`src/rtl/tdes_if.sv`:
```
// -----------------------------------------------------------------------------
// tdes_if
// Bundles the host-side and DES-core-side signals of the Triple-DES sequencer.
//
// Host side:
//   start, decrypt, key1..key3, block_in  : one block operation request
//   iv, iv_load                           : CBC chain seed (CBC builds only)
//   block_out, done, error, busy          : result and status
// Core side:
//   des_start, des_decrypt, des_key, des_in : one single-DES pass
//   des_done, des_out                       : pass completion and result
//
// Modports:
//   slave  : the sequencer itself
//   master : the environment (host plus DES core)
// -----------------------------------------------------------------------------
interface tdes_if;
    logic        start;
    logic        decrypt;
    logic [63:0] key1;
    logic [63:0] key2;
    logic [63:0] key3;
    logic [63:0] block_in;
    logic [63:0] iv;
    logic        iv_load;
    logic [63:0] block_out;
    logic        done;
    logic        error;
    logic        busy;
    logic        des_start;
    logic        des_decrypt;
    logic [63:0] des_key;
    logic [63:0] des_in;
    logic        des_done;
    logic [63:0] des_out;

    modport slave (
        input  start, decrypt, key1, key2, key3, block_in, iv, iv_load,
        input  des_done, des_out,
        output block_out, done, error, busy,
        output des_start, des_decrypt, des_key, des_in
    );

    modport master (
        output start, decrypt, key1, key2, key3, block_in, iv, iv_load,
        output des_done, des_out,
        input  block_out, done, error, busy,
        input  des_start, des_decrypt, des_key, des_in
    );
endinterface

```
`src/rtl/tdes_sequencer.sv`:
```
// -----------------------------------------------------------------------------
// tdes_sequencer
// Runs a single-pass DES core three times to perform one Triple-DES (EDE)
// block operation. Encrypt order: (K1,enc) (K2,dec) (K3,enc); decrypt order:
// (K3,dec) (K2,enc) (K1,dec). A per-pass watchdog aborts the operation with
// error=1 if the core does not answer within WAIT_LIMIT wait cycles.
//
// Parameters:
//   WAIT_LIMIT : max wait cycles per pass before abort (0 disables watchdog)
// Ports:
//   clk        : system clock
//   n_rst      : synchronous active-low reset
//   bus        : tdes_if.slave (host request/result and DES core handshake)
// Build option:
//   TDES_CBC_EN : when defined, adds a 64-bit CBC chain register loaded from
//                 iv by iv_load in IDLE. Undefined: ECB only, iv/iv_load unused.
//
// All outputs are registered; they are computed from the next state so that
// des_start is high in the LAUNCH cycles and done in the DONE cycle.
// -----------------------------------------------------------------------------
module tdes_sequencer #(
    parameter int unsigned WAIT_LIMIT = 32'd255
) (
    input  logic  clk,
    input  logic  n_rst,
    tdes_if.slave bus
);

    localparam int unsigned CNT_W = (WAIT_LIMIT < 32'd2) ? 32'd1 : $clog2(WAIT_LIMIT + 32'd1);
    localparam logic [CNT_W-1:0] CNT_LAST = CNT_W'((WAIT_LIMIT == 32'd0) ? 32'd0 : WAIT_LIMIT - 32'd1);
    localparam logic [CNT_W-1:0] CNT_ONE  = CNT_W'(32'd1);
    localparam logic [CNT_W-1:0] CNT_ZERO = CNT_W'(32'd0);
    localparam logic WDOG_EN = (WAIT_LIMIT != 32'd0);

    typedef enum logic [2:0] {
        IDLE    = 3'd0,
        LAUNCH1 = 3'd1,
        WAIT1   = 3'd2,
        LAUNCH2 = 3'd3,
        WAIT2   = 3'd4,
        LAUNCH3 = 3'd5,
        WAIT3   = 3'd6,
        DONE    = 3'd7
    } state_t;

    state_t           state_r;
    state_t           state_s;
    logic [CNT_W-1:0] cnt_r;
    logic [CNT_W-1:0] cnt_s;
    logic [63:0]      key1_r;
    logic [63:0]      key2_r;
    logic [63:0]      key3_r;
    logic             dec_r;
    logic [63:0]      block_out_r;
    logic             done_r;
    logic             error_r;
    logic             busy_r;
    logic             des_start_r;
    logic             des_decrypt_r;
    logic [63:0]      des_key_r;
    logic [63:0]      des_in_r;
    logic [63:0]      key_s;
    logic             dir_s;
    logic [63:0]      din_s;
    logic [63:0]      out_s;
    logic             err_s;
    logic             timeout_s;
    logic             launch_s;
    logic [63:0]      pass1_in_s;
    logic [63:0]      final_out_s;

    // The counter holds the number of wait cycles already spent in this pass;
    // the last allowed wait cycle is WAIT_LIMIT-1.
    assign timeout_s = WDOG_EN && (cnt_r == CNT_LAST);
    assign launch_s  = (state_s == LAUNCH1) || (state_s == LAUNCH2) || (state_s == LAUNCH3);

`ifdef TDES_CBC_EN
    logic [63:0] chain_r;
    logic [63:0] blk_r;
    logic [63:0] iv_eff_s;

    // CBC data shaping: a same-cycle iv_load feeds the new iv straight into pass 1.
    always_comb begin
        if (bus.iv_load) begin
            iv_eff_s = bus.iv;
        end else begin
            iv_eff_s = chain_r;
        end
        if (bus.decrypt) begin
            pass1_in_s = bus.block_in;
        end else begin
            pass1_in_s = bus.block_in ^ iv_eff_s;
        end
        if (dec_r) begin
            final_out_s = bus.des_out ^ chain_r;
        end else begin
            final_out_s = bus.des_out;
        end
    end

    // Chain register and the original ciphertext kept for decrypt chaining.
    always_ff @(posedge clk) begin
        if (!n_rst) begin
            chain_r <= 64'd0;
            blk_r   <= 64'd0;
        end else begin
            if ((state_r == IDLE) && bus.iv_load) begin
                chain_r <= bus.iv;
            end else if ((state_r == WAIT3) && bus.des_done) begin
                chain_r <= dec_r ? blk_r : bus.des_out;
            end else begin
                chain_r <= chain_r;
            end
            if ((state_r == IDLE) && bus.start) begin
                blk_r <= bus.block_in;
            end else begin
                blk_r <= blk_r;
            end
        end
    end
`else
    logic unused_cbc_s;

    assign unused_cbc_s = ^{bus.iv, bus.iv_load};

    // ECB: data passes through unchanged at both ends.
    always_comb begin
        pass1_in_s  = bus.block_in;
        final_out_s = bus.des_out;
    end
`endif

    // Next-state logic plus the per-pass key/direction/data selection.
    always_comb begin
        state_s = state_r;
        cnt_s   = cnt_r;
        key_s   = des_key_r;
        dir_s   = des_decrypt_r;
        din_s   = des_in_r;
        out_s   = block_out_r;
        err_s   = 1'b0;
        case (state_r)
            IDLE: begin
                if (bus.start) begin
                    state_s = LAUNCH1;
                    key_s   = bus.decrypt ? bus.key3 : bus.key1;
                    dir_s   = bus.decrypt;
                    din_s   = pass1_in_s;
                end else begin
                    state_s = IDLE;
                end
            end
            LAUNCH1: begin
                state_s = WAIT1;
                cnt_s   = CNT_ZERO;
            end
            WAIT1: begin
                if (bus.des_done) begin
                    state_s = LAUNCH2;
                    key_s   = key2_r;
                    dir_s   = ~dec_r;
                    din_s   = bus.des_out;
                end else if (timeout_s) begin
                    state_s = DONE;
                    err_s   = 1'b1;
                end else begin
                    cnt_s = cnt_r + CNT_ONE;
                end
            end
            LAUNCH2: begin
                state_s = WAIT2;
                cnt_s   = CNT_ZERO;
            end
            WAIT2: begin
                if (bus.des_done) begin
                    state_s = LAUNCH3;
                    key_s   = dec_r ? key1_r : key3_r;
                    dir_s   = dec_r;
                    din_s   = bus.des_out;
                end else if (timeout_s) begin
                    state_s = DONE;
                    err_s   = 1'b1;
                end else begin
                    cnt_s = cnt_r + CNT_ONE;
                end
            end
            LAUNCH3: begin
                state_s = WAIT3;
                cnt_s   = CNT_ZERO;
            end
            WAIT3: begin
                if (bus.des_done) begin
                    state_s = DONE;
                    out_s   = final_out_s;
                end else if (timeout_s) begin
                    state_s = DONE;
                    err_s   = 1'b1;
                end else begin
                    cnt_s = cnt_r + CNT_ONE;
                end
            end
            DONE: begin
                state_s = IDLE;
            end
            default: begin
                state_s = IDLE;
            end
        endcase
    end

    // State, latched request and registered outputs.
    always_ff @(posedge clk) begin
        if (!n_rst) begin
            state_r       <= IDLE;
            cnt_r         <= CNT_ZERO;
            key1_r        <= 64'd0;
            key2_r        <= 64'd0;
            key3_r        <= 64'd0;
            dec_r         <= 1'b0;
            block_out_r   <= 64'd0;
            done_r        <= 1'b0;
            error_r       <= 1'b0;
            busy_r        <= 1'b0;
            des_start_r   <= 1'b0;
            des_decrypt_r <= 1'b0;
            des_key_r     <= 64'd0;
            des_in_r      <= 64'd0;
        end else begin
            state_r       <= state_s;
            cnt_r         <= cnt_s;
            if ((state_r == IDLE) && bus.start) begin
                key1_r <= bus.key1;
                key2_r <= bus.key2;
                key3_r <= bus.key3;
                dec_r  <= bus.decrypt;
            end else begin
                key1_r <= key1_r;
                key2_r <= key2_r;
                key3_r <= key3_r;
                dec_r  <= dec_r;
            end
            block_out_r   <= out_s;
            done_r        <= (state_s == DONE);
            error_r       <= err_s;
            busy_r        <= (state_s != IDLE);
            des_start_r   <= launch_s;
            des_decrypt_r <= dir_s;
            des_key_r     <= key_s;
            des_in_r      <= din_s;
        end
    end

    assign bus.block_out   = block_out_r;
    assign bus.done        = done_r;
    assign bus.error       = error_r;
    assign bus.busy        = busy_r;
    assign bus.des_start   = des_start_r;
    assign bus.des_decrypt = des_decrypt_r;
    assign bus.des_key     = des_key_r;
    assign bus.des_in      = des_in_r;

endmodule

```
`src/flat_wrapper.sv`:
```
// flat-port wrapper written by rule: the top's interface ports become plain ports
module tdes_sequencer_flat 
#(
    parameter int unsigned WAIT_LIMIT = 32'd255
)
  (clk, n_rst, bus_start, bus_decrypt, bus_key1, bus_key2, bus_key3, bus_block_in, bus_iv, bus_iv_load, bus_des_done, bus_des_out, bus_block_out, bus_done, bus_error, bus_busy, bus_des_start, bus_des_decrypt, bus_des_key, bus_des_in);
  tdes_if bus_i ();
  input  logic clk;
  input  logic n_rst;
  input wire logic [$bits(bus_i.start)-1:0] bus_start;
  input wire logic [$bits(bus_i.decrypt)-1:0] bus_decrypt;
  input wire logic [$bits(bus_i.key1)-1:0] bus_key1;
  input wire logic [$bits(bus_i.key2)-1:0] bus_key2;
  input wire logic [$bits(bus_i.key3)-1:0] bus_key3;
  input wire logic [$bits(bus_i.block_in)-1:0] bus_block_in;
  input wire logic [$bits(bus_i.iv)-1:0] bus_iv;
  input wire logic [$bits(bus_i.iv_load)-1:0] bus_iv_load;
  input wire logic [$bits(bus_i.des_done)-1:0] bus_des_done;
  input wire logic [$bits(bus_i.des_out)-1:0] bus_des_out;
  output wire logic [$bits(bus_i.block_out)-1:0] bus_block_out;
  output wire logic [$bits(bus_i.done)-1:0] bus_done;
  output wire logic [$bits(bus_i.error)-1:0] bus_error;
  output wire logic [$bits(bus_i.busy)-1:0] bus_busy;
  output wire logic [$bits(bus_i.des_start)-1:0] bus_des_start;
  output wire logic [$bits(bus_i.des_decrypt)-1:0] bus_des_decrypt;
  output wire logic [$bits(bus_i.des_key)-1:0] bus_des_key;
  output wire logic [$bits(bus_i.des_in)-1:0] bus_des_in;
  assign bus_i.start = bus_start;
  assign bus_i.decrypt = bus_decrypt;
  assign bus_i.key1 = bus_key1;
  assign bus_i.key2 = bus_key2;
  assign bus_i.key3 = bus_key3;
  assign bus_i.block_in = bus_block_in;
  assign bus_i.iv = bus_iv;
  assign bus_i.iv_load = bus_iv_load;
  assign bus_i.des_done = bus_des_done;
  assign bus_i.des_out = bus_des_out;
  assign bus_block_out = bus_i.block_out;
  assign bus_done = bus_i.done;
  assign bus_error = bus_i.error;
  assign bus_busy = bus_i.busy;
  assign bus_des_start = bus_i.des_start;
  assign bus_des_decrypt = bus_i.des_decrypt;
  assign bus_des_key = bus_i.des_key;
  assign bus_des_in = bus_i.des_in;
  tdes_sequencer #(.WAIT_LIMIT(WAIT_LIMIT)) u_core (.clk(clk), .n_rst(n_rst), .bus(bus_i));
endmodule
```
`config.mk`:
```
export PLATFORM = sky130hd
export DESIGN_NAME = tdes_sequencer_flat
export DESIGN_NICKNAME = d
export VERILOG_FILES = /design/src/rtl/tdes_if.sv /design/src/rtl/tdes_sequencer.sv /design/src/flat_wrapper.sv
export SDC_FILE = /design/constraint.sdc
export NUM_CORES = 1
export LEC_CHECK = 0
export ABC_AREA = 1
export BUFFER_PORTS_ARGS = -buffer_cell sky130_fd_sc_hd__buf_2
export CORE_AREA = 2 2 228 230
export CTS_CLUSTER_SIZE = 30
export DETAILED_ROUTE_END_ITERATION = 8
export DIE_AREA = 0 0 230 232
export HOLD_SLACK_MARGIN = 0.02
export PLACE_DENSITY_LB_ADDON = 0.08
export SYNTH_ARGS = -nofsm -noshare
export SYNTH_HDL_FRONTEND = slang
export SYNTH_SLANG_ARGS = --single-unit
```
`constraint.sdc`:
```
create_clock -name clk -period 1.45 [get_ports clk]
set_input_delay 0.145 -clock clk [delete_from_list [all_inputs] [get_ports clk]]
set_output_delay 0.145 -clock clk [all_outputs]
set_load 0.01 [all_outputs]
```
# --- Word-level counts from Yosys, hierarchy flattened ---
# Index checks and enable logic that the tools add are counted.
classes:
  addsub: 1
  eq_ne: 18
  muxes: 23
  bitwise_logic: 3
  n_reduce_logical: 16
ops:
  columns: ["cell", "n"]
  rows:
  - ["2-to-1 mux 64 bit", 7]
  - ["one-hot mux 64 bit (3 select lines)", 1]
  - ["one-hot mux 64 bit (2 select lines)", 1]
  - ["one-hot mux 3 bit (8 select lines)", 1]
  - ["== test 3 bit, second input constant", 6]
  - ["2-to-1 mux 8 bit", 2]
  - ["one-hot mux 8 bit (2 select lines)", 1]
  - ["2-to-1 mux 3 bit", 4]
  - ["!= test 2 bit, second input constant", 5]
  - ["== test 3 x 2 -> 1 bit, second input constant", 3]
  - ["OR reduction 3 bit", 3]
  - ["adder 8 x 1 -> 8 bit, second input constant", 1]
  - ["== test 8 bit, second input constant", 1]
  - ["== test 3 x 1 -> 1 bit, second input constant", 2]
  - ["AND reduction 3 bit", 2]
  - ["nonzero test 3 bit", 2]
  - ["2-to-1 mux 1 bit", 5]
  - ["AND reduction 4 bit", 1]
  - ["nonzero test 2 bit", 2]
  - ["zero test 3 bit", 1]
  - ["NOT 1 bit", 3]
  - ["one-hot mux 1 bit (3 select lines)", 1]
  - ["logical OR 1 bit", 2]
  - ["!= test 2 x 1 -> 1 bit, second input constant", 1]
  - ["other kinds (3)", 3]
totals:
  regBits: 401
  word_cells: 75

# --- Logic depth before layout (Yosys ltp) ---
# Gate-level depths: netlist (run 1).
logic_depth:
  depth_word: 7
  ltp_mapped: 12
  ltp_nobuf: 10

# --- Worst setup path before layout (run 1) ---
# OpenSTA, ideal clock, no wires.
synth_path:
  kind: "register to register"
  start: "register u_core.state_r[1]"
  end: "register u_core.des_decrypt_r, in the netlist u_core.bus.des_decrypt"
  setup_time_ns: 0.113
  arrival_ns: 1.333
  t_required_ns: 1.337
  setup_slack_ns: 0.005
  path_stages_with_launch: 11
  cell_sequence: "dfxtp_1 > buf_4 > inv_2 > nor2_1 > nand2_1 > o21ai_2 > nand2_4 > buf_4 > buf_2 > nor2_1 > nor2_1"
synth_via:
  elab_chain_len: 3
  elab_cells_between_ends: 9
  classes_between: "eq/ne: 5; mux: 1; reduce/logical: 3"
synth_lines:
  columns: ["element", "line_no", "source"]
  rows:
  - ["start: declaration", "tdes_sequencer.sv:46", "state_t state_r;"]
  - ["start signal: assignment", "tdes_sequencer.sv:229", "state_r <= state_s;"]
  - ["== test 3 bit, or another cell as far along", "tdes_sequencer.sv:142", "case (state_r)"]
  - ["!= test 2 bit (no source line) / nonzero test 3 bit (equally long branches)", null, null]
  - ["AND reduction 4 bit (no source line)", null, null]
  - ["end signal: assignment", "tdes_sequencer.sv:247", "des_decrypt_r <= dir_s;"]
  - ["end: declaration", "tdes_sequencer.sv:59", "logic des_decrypt_r;"]
# Parallel ways exist; a longest one is shown, timed or not.
# A chain may end at the register's enable or synchronous reset.

# --- Final worst setup path (run 1) ---
layout_path:
  start: "register u_core.state_r[1]"
  end: "register u_core.key1_r[25]"
layout_via:
  elab_chain_len: 2
layout_lines:
  columns: ["element", "line_no", "source"]
  rows:
  - ["zero test 3 bit", "tdes_sequencer.sv:231", "if ((state_r == IDLE) && bus.start) begin"]
  - ["logical AND 1 bit", "tdes_sequencer.sv:231", null]
  - ["end signal: assignment", "tdes_sequencer.sv:232", "key1_r <= bus.key1;"]
  - ["end signal: assignment", "tdes_sequencer.sv:237", "key1_r <= key1_r;"]
  - ["end: declaration", "tdes_sequencer.sv:50", "logic [63:0] key1_r;"]
# Every way passes these cells.

==> results of run 1 <==
per-stage QoR:
step / utilization / setup slack [ps] / power, W
floorplan: - / 4.68 / 0.0173
global placement: 0.443 / -195 / 0.0205
detailed placement: 0.443 / -246 / 0.0206
CTS: 0.553 / -162 / 0.0339
global route: 0.581 / -279 / 0.0372
finish: 0.581 / -213 / 0.0353
synth_stat cells:
master / n
xnor2_1: 1
buf_4: 5
o21ai_2: 2
inv_1: 402
nand3b_1: 2
clkbuf_1: 139
nand3_1: 76
nor2_2: 3
a21oi_1: 198
dfxtp_1: 401
nor4_1: 1
nand2_1: 821
buf_2: 43
xor2_1: 1
o21ai_0: 388
ha_1: 2
nand3_2: 1
nor2_1: 399
nand4_1: 2
o21ai_1: 1
nand2_4: 1
inv_2: 6
buf_1: 3
worst register-to-register path: cells and delay by family (launching register included):
family / cells / cell delay, ps
AOI/OAI and AO/OA: 2 / 300
DFF: 1 / 360
buffers and inverters: 4 / 650
and+or+nand+nor: 2 / 240
cells in the final DEF, fill, tap and decap left out, types with 4 or more instances in the layout:
cell / synthesis / final
buf_12: 0 / 52
dlygate4sd3_1: 0 / 323
nor2_1: 399 / 357
nand3_1: 76 / 68
o21ai_0: 388 / 307
nand2_4: 1 / 31
o21ai_2: 2 / 27
nand3_2: 1 / 8
diode_2: 0 / 9
buf_2: 43 / 519
clkbuf_1: 139 / 11
dfxtp_1: 401 / 396
buf_4: 5 / 68
nand2_1: 821 / 689
a21oi_2: 0 / 7
nand2_2: 0 / 101
clkbuf_8: 0 / 9
buf_8: 0 / 12
o21ai_1: 1 / 55
clkbuf_16: 0 / 67
dfxtp_4: 0 / 4
nor2_2: 3 / 28
clkinv_2: 0 / 5
inv_1: 402 / 401
buf_16: 0 / 16
buf_6: 0 / 25
a21oi_1: 198 / 191
inv_2: 6 / 6
nor2_4: 0 / 17
layer usage:
metal | global-route usage | vias up | part of all wire
met5 | 0 | - | 0.00089
met4 | 0.0849 | 10 | 0.032
met1 | 0.304 | 9645 | 0.42
met2 | 0.437 | 686 | 0.48
li1 | - | 10700 | -
met3 | 0.0487 | 157 | 0.063
final cells by class:
class / instances / area, µm²
Clock buffer: 69 / 1390
Antenna cell: 9 / 22.5
Fill cell: 4755 / 21300
Timing Repair Buffer: 1034 / 8770
Sequential cell: 401 / 8040
Tap cell: 680 / 851
Multi-Input combinational cell: 1899 / 8910
Clock inverter: 8 / 71.3
Inverter: 408 / 1530
timing repair:
item	in CTS	in global routing
pin swaps	34	49
cloned	12	24
setup buffers	20	18
endpoints found under the setup margin	319	397
hold buffers	323	0
hold endpoints to repair	357	0
gates resized for setup	113	322
kinds of logic after synthesis:
kind of cell / synth area share
AOI/OAI and AO/OA: 0.161
xor gates and xnor gates: 0.000953
adders and majority gates: 0.00136
buffers and inverters: 0.126
DFF: 0.437
and+or+nand+nor: 0.274
power groups by stage:
stage | Sequential [W] | Combinational [W] | Clock, W
finish | 0.0130 | 0.0108 | 0.0115
global route | 0.0131 | 0.0119 | 0.0122
CTS | 0.0130 | 0.00914 | 0.0118
detailed placement | 0.0132 | 0.00742 | 0
global placement | 0.0131 | 0.00732 | 0
floorplan | 0.0134 | 0.00398 | 0
registers in the layout (all words and copies together), names as in the netlist:
name and count:
u_core.bus.des_start 1, u_core.cnt_r 8, u_core.bus.des_decrypt 1, u_core.key1_r 64
u_core.key2_r 64, u_core.bus.error 1, u_core.bus.busy 1, u_core.bus.des_key 64
u_core.state_r 3, u_core.bus.block_out 64, u_core.bus.done 1, u_core.key3_r 64
u_core.dec_r 1, u_core.bus.des_in 64
worst paths after layout:
path	startpoint	to	slack [ps]	cells past startpoint
setup / recovery	u_core.state_r[1]$_SDFF_PN0_	u_core.key1_r[25]$_SDFFE_PN0P_	-210	8
hold / removal	bus_decrypt	u_core.dec_r$_SDFFE_PN0P_	170	4
setup reg to reg	u_core.state_r[1]$_SDFF_PN0_	u_core.key1_r[25]$_SDFFE_PN0P_	-210	8
hold reg to reg	u_core.key1_r[51]$_SDFFE_PN0P_	u_core.key1_r[51]$_SDFFE_PN0P_	440	2
==> metrics, run 1 <==
initial antenna violation count=15; Setup crit start kind=flop; largest net degree at the start of global routing=87; Ys Warns=0; gp weighted congestion=0.885; Starting Density=0.361; Core Box Area=0.0509 mm²; fin crit period=1660 ps; drt pass-1 iters=5; Comb pwr share=0.307; Syn Inst Count=2,898; Final Setup Violations=370; final critical-path share of the clock period=1.15; max_cap viols=0; Switching Power=0.0112 W; DR vias/cell=4.70; FF+latch count, synth=401; Pwr Density=1190 mW/mm²; worst skew pair latency=570 ps; Clock Tree Buf Depth=3; first-pass GRT wire length=107 mm; Buffers on Ports=521; TritonCTS Sinks=401; area added between synthesis and finish=61.0%; average size of a mapped cell=6.34 µm²; Syn Nets=3,290; row count=83; Hold Crit Class=input port to flop; CP cell instances=buf_6, nor2_4, buf_6, nand3_4, buf_12, buf_12, o21ai_0, a21oi_1; WP data required=1900 ps; nets@finish=4,183; die area=0.0534 mm²; Clock transition at path regs=60 ps; Netlist Area Pre-Place=0.0184 mm²; die span in y=232 µm; GRT Overall Usage=0.249; Finished Layout Cells=4,508; CTS tree=done; critical setup path kind=flop to flop; crit end category=flop; dpl cells=4,031; Top-Level Pins=587; Crit path max-delay family=buffers and inverters; Synth cell types=23; Design Area, Final=0.0296 mm²; Slew Viols, Final=0; CP max-delay cell=dfxtp_4; antenna-violating nets left=0; Clock Skews=11.1 ps; DR vias=21,200; RSZ-0062 raised after global routing=yes; wirelength, routed=74.3 mm; Sw Share=0.318; # DRC=0; area leader, netlist=dfxtp_1; H-tree Lvls=2; Worst-Margin Slew=477 ps; Iter 0 DRT Violations=1,130; fmax=601 MHz; final hold slack=172 ps; clock power share=0.325; Max VDD drop=0.902 mV; endpoints failing hold=0; Pint=0.0241 W; Seq/Total Area, Yosys=0.437; Leak Pwr=14.2 nW; layout cells sized above 1=0.265; DP Area=0.0225 mm²; failing checks=setup timing; max incr delay on CP=360 ps; Bufs and invs on worst path=4; chip width=230 µm; vias in the first global route=19,900; post-DR wirelength/cell=16.5 µm; Clock Tree Root=clkbuf_16; post-DP HPWL=46.0 mm; clock buffer count from CTS=47; status=finished, violations left; area share of the largest cell type after synthesis=0.437; setup TNS=-34,900 ps; worst-path maximum fanout=36; Sequential Power Share=0.368; Synth area leaders=dfxtp_1, nand2_1, o21ai_0; total gr overflow=0; Final WS setup=-213 ps; Relative slew margins=0.682; WP data arrival=2110 ps
Note: power is estimated with default switching activity, not from simulation.
==> inputs of run 2 (changes only) <==
ABC_AREA = 0   (was 1)
BUFFER_PORTS_ARGS = unset   (was -buffer_cell sky130_fd_sc_hd__buf_2)
CORE_AREA = 2 2 226 228   (was 2 2 228 230)
DIE_AREA = 0 0 228 230   (was 0 0 230 232)
DONT_BUFFER_PORTS = 1   (was unset)
==> metrics, run 2 <==
worst skew pair latency=580 ps; clock buffer count from CTS=46; dpl cells=2,682; status=finished, violations left; fin crit period=1740 ps; Pwr Density=1320 mW/mm²; Buffers on Ports=0; Bufs and invs on worst path=3; most frequent cells in the layout=nand2_1, a21oi_1, dfxtp_1, dlygate4sd3_1, mux2i_1; worst hold stages=3; multi-input logic area=0.00922 mm²; Setup crit start kind=flop; largest net degree at the start of global routing=80; GRT Overall Usage=0.247; Clock Tree Root=clkbuf_16; Storage cell area=0.00805 mm²; Hold EP=u_core.bus.des_key[52]$_SDFFE_PN0P_; DR vias=16,800; worst-path maximum fanout=24; DR vias/cell=5.30; total gr overflow=0; row count=82; Clock transition at path regs=60 ps; count leader, synth=nand2_1; min-delay src=bus_key3[52]; Max VDD drop=0.889 mV; antenna-violating nets left=0; Seq/Total Area, Yosys=0.456; max incr delay on CP=570 ps; Synth Area in Adders=0.00142; Ys Warns=0; top_reg_cell synth=dfxtp_1; Starting Density=0.353; critical path depth in cells=6; Netlist Area Pre-Place=0.0176 mm²; FF-to-FF path depth=6; final hold slack=61.7 ps; Final Setup Violations=395; drt pass-1 iters=5; die area=0.0524 mm²; H-tree Lvls=2; CP max-delay cell=or4b_4; failing checks=setup timing; Synth area leaders=dfxtp_1, a21oi_1, nand2_1; final core utilization=0.512; Crit path max-delay family=simple AND/OR/NAND/NOR gates; WP data arrival=2210 ps; max_cap viols=0; Syn Inst Count=2,087; DP Area=0.0190 mm²; WP data required=1920 ps; Place WS=-329 ps; Slew Viols, Final=0; CP cell instances=buf_6, or4b_4, buf_4, clkbuf_16, nand2_1, a21oi_1; gp weighted congestion=0.858; XOR/XNOR share of the synthesized area=0.000996; Synth Area in Compound Gates=0.220; critical setup path kind=flop to flop; Syn Nets=2,479; endpoints failing hold=0; final critical-path share of the clock period=1.20; first-pass GRT wire length=102 mm; initial antenna violation count=12; Top-Level Pins=587; Relative slew margins=0.617; nets@finish=2,835; fmax=575 MHz; area added between synthesis and finish=45.3%; EDFF count, synth=0; area share of the largest cell type after synthesis=0.456; wirelength, routed=69.9 mm; Finished Layout Cells=3,160; Hold Crit Class=input port to flop; combinational family with the most area after synthesis=compound AO/OA/AOI/OAI gates; Iter 0 DRT Violations=852; Commonest cells post-synth=nand2_1, a21oi_1, dfxtp_1; post-DP HPWL=42.7 mm; setup slack, reg-to-reg=-290 ps; multiplexer share of the synthesized area=0.115; FF+latch count, synth=401; RSZ-0062 raised after global routing=yes; R2R Path End=u_core.key1_r[1]$_SDFFE_PN0P_; Leak Pwr=9.46 nW; Synth cell types=48; Clock Tree Buf Depth=3; chip width=228 µm; crit end category=flop; Design Area, Final=0.0255 mm²; Core Box Area=0.0499 mm²; simple-gate portion of the synthesized area=0.152; layout cells sized above 1=0.193; Worst-Margin Slew=572 ps; Clock Skews=26.0 ps; Final WS setup=-290 ps; die span in y=230 µm; # DRC=0; post-DR wirelength/cell=22.1 µm; vias in the first global route=16,900; fillers=4,672; CTS tree=done; commonest non-fill, non-tap cell in the layout=nand2_1; TritonCTS Sinks=401; area leader, netlist=dfxtp_1; RR Startpoint=u_core.state_r[0]$_SDFF_PN0_; Async SR Flop Fraction=0; average size of a mapped cell=8.43 µm²
run 2: cell types whose count changed after synthesis, moves of 69 or more:
cell | before | now
inv_1 | 402 | 5
nand2_1 | 821 | 584
mux2i_1 | 0 | 130
a21oi_1 | 198 | 454
o21ai_0 | 388 | 5
nor2_1 | 399 | 71
nand3_1 | 76 | 7
run 2: stage by stage:
stage / TNS, ps / total power (W)
CTS: -75940 / 0.0328
floorplan: -12120 / 0.0177
finish: -82470 / 0.0337
detailed placement: -78840 / 0.0198
global route: -104250 / 0.0352
global placement: -71580 / 0.0197
run 2: worst max-delay path by stage:
stage,slack (ps),end,start
global route,-360,u_core.bus.des_in[24]$_SDFFE_PN0P_,u_core.state_r[1]$_SDFF_PN0_
CTS,-240,u_core.key2_r[36]$_SDFFE_PN0P_,u_core.state_r[0]$_SDFF_PN0_
floorplan,-80,u_core.bus.des_key[10]$_SDFFE_PN0P_,u_core.state_r[1]$_SDFF_PN0_
detailed placement,-330,u_core.bus.des_key[40]$_SDFFE_PN0P_,u_core.state_r[2]$_SDFF_PN0_
finish,-290,u_core.key1_r[1]$_SDFFE_PN0P_,u_core.state_r[0]$_SDFF_PN0_
global placement,-300,u_core.key2_r[57]$_SDFFE_PN0P_,u_core.state_r[0]$_SDFF_PN0_
run 2: worst reg2reg max path: stages (launching register included):
cell       delay (ps)
dfxtp_4           380
buf_6             140
or4b_4            570
buf_4             190
clkbuf_16         190
nand2_1            80
a21oi_1            70
run 2: logic make-up (layout without fill, tap and decap cells):
group / count (synthesis) / count (layout)
adder cells (fa/ha/maj): 2 / 2
multiplexers: 194 / 194
flip-flops: 401 / 401
AO/OA/AOI/OAI: 606 / 606
buffers and inverters: 196 / 587
other: 0 / 10
AND/OR/NAND/NOR: 686 / 686
XOR/XNOR: 2 / 2
run 2: timing repair:
action | in CTS | in global routing
gates cloned | 13 | 19
endpoints found under the setup margin | 397 | 399
resized for setup | 52 | 122
hold buffers | 325 | 0
setup buffers | 15 | 18
endpoints found under the hold margin | 384 | 0
pin swaps | 23 | 35
run 2: report_power, final:
part	leakage [nW]	switching [W]	internal, W
clock network	0.718	0.00477	0.00660
logic	5.45	0.00456	0.00437
registers	3.30	0.00122	0.0122
run 2: per-layer routing:
layer  wire length, µm  up-vias  global-route usage
met4              2630        8               0.103
met3              5190      151              0.0672
met1             28800     8046               0.301
met2             33200      585               0.411
met5                48        -                   0
li1                  -     7964                   -
run 2: cell type report:
type / instances / share of cell area
Antenna cell: 10 / 0.000980
Timing Repair Buffer: 497 / 0.232
Tap cell: 672 / 0.0329
Multi-Input combinational cell: 1490 / 0.361
Sequential cell: 401 / 0.315
Inverter: 7 / 0.00142
Clock inverter: 14 / 0.00436
Clock buffer: 69 / 0.0528
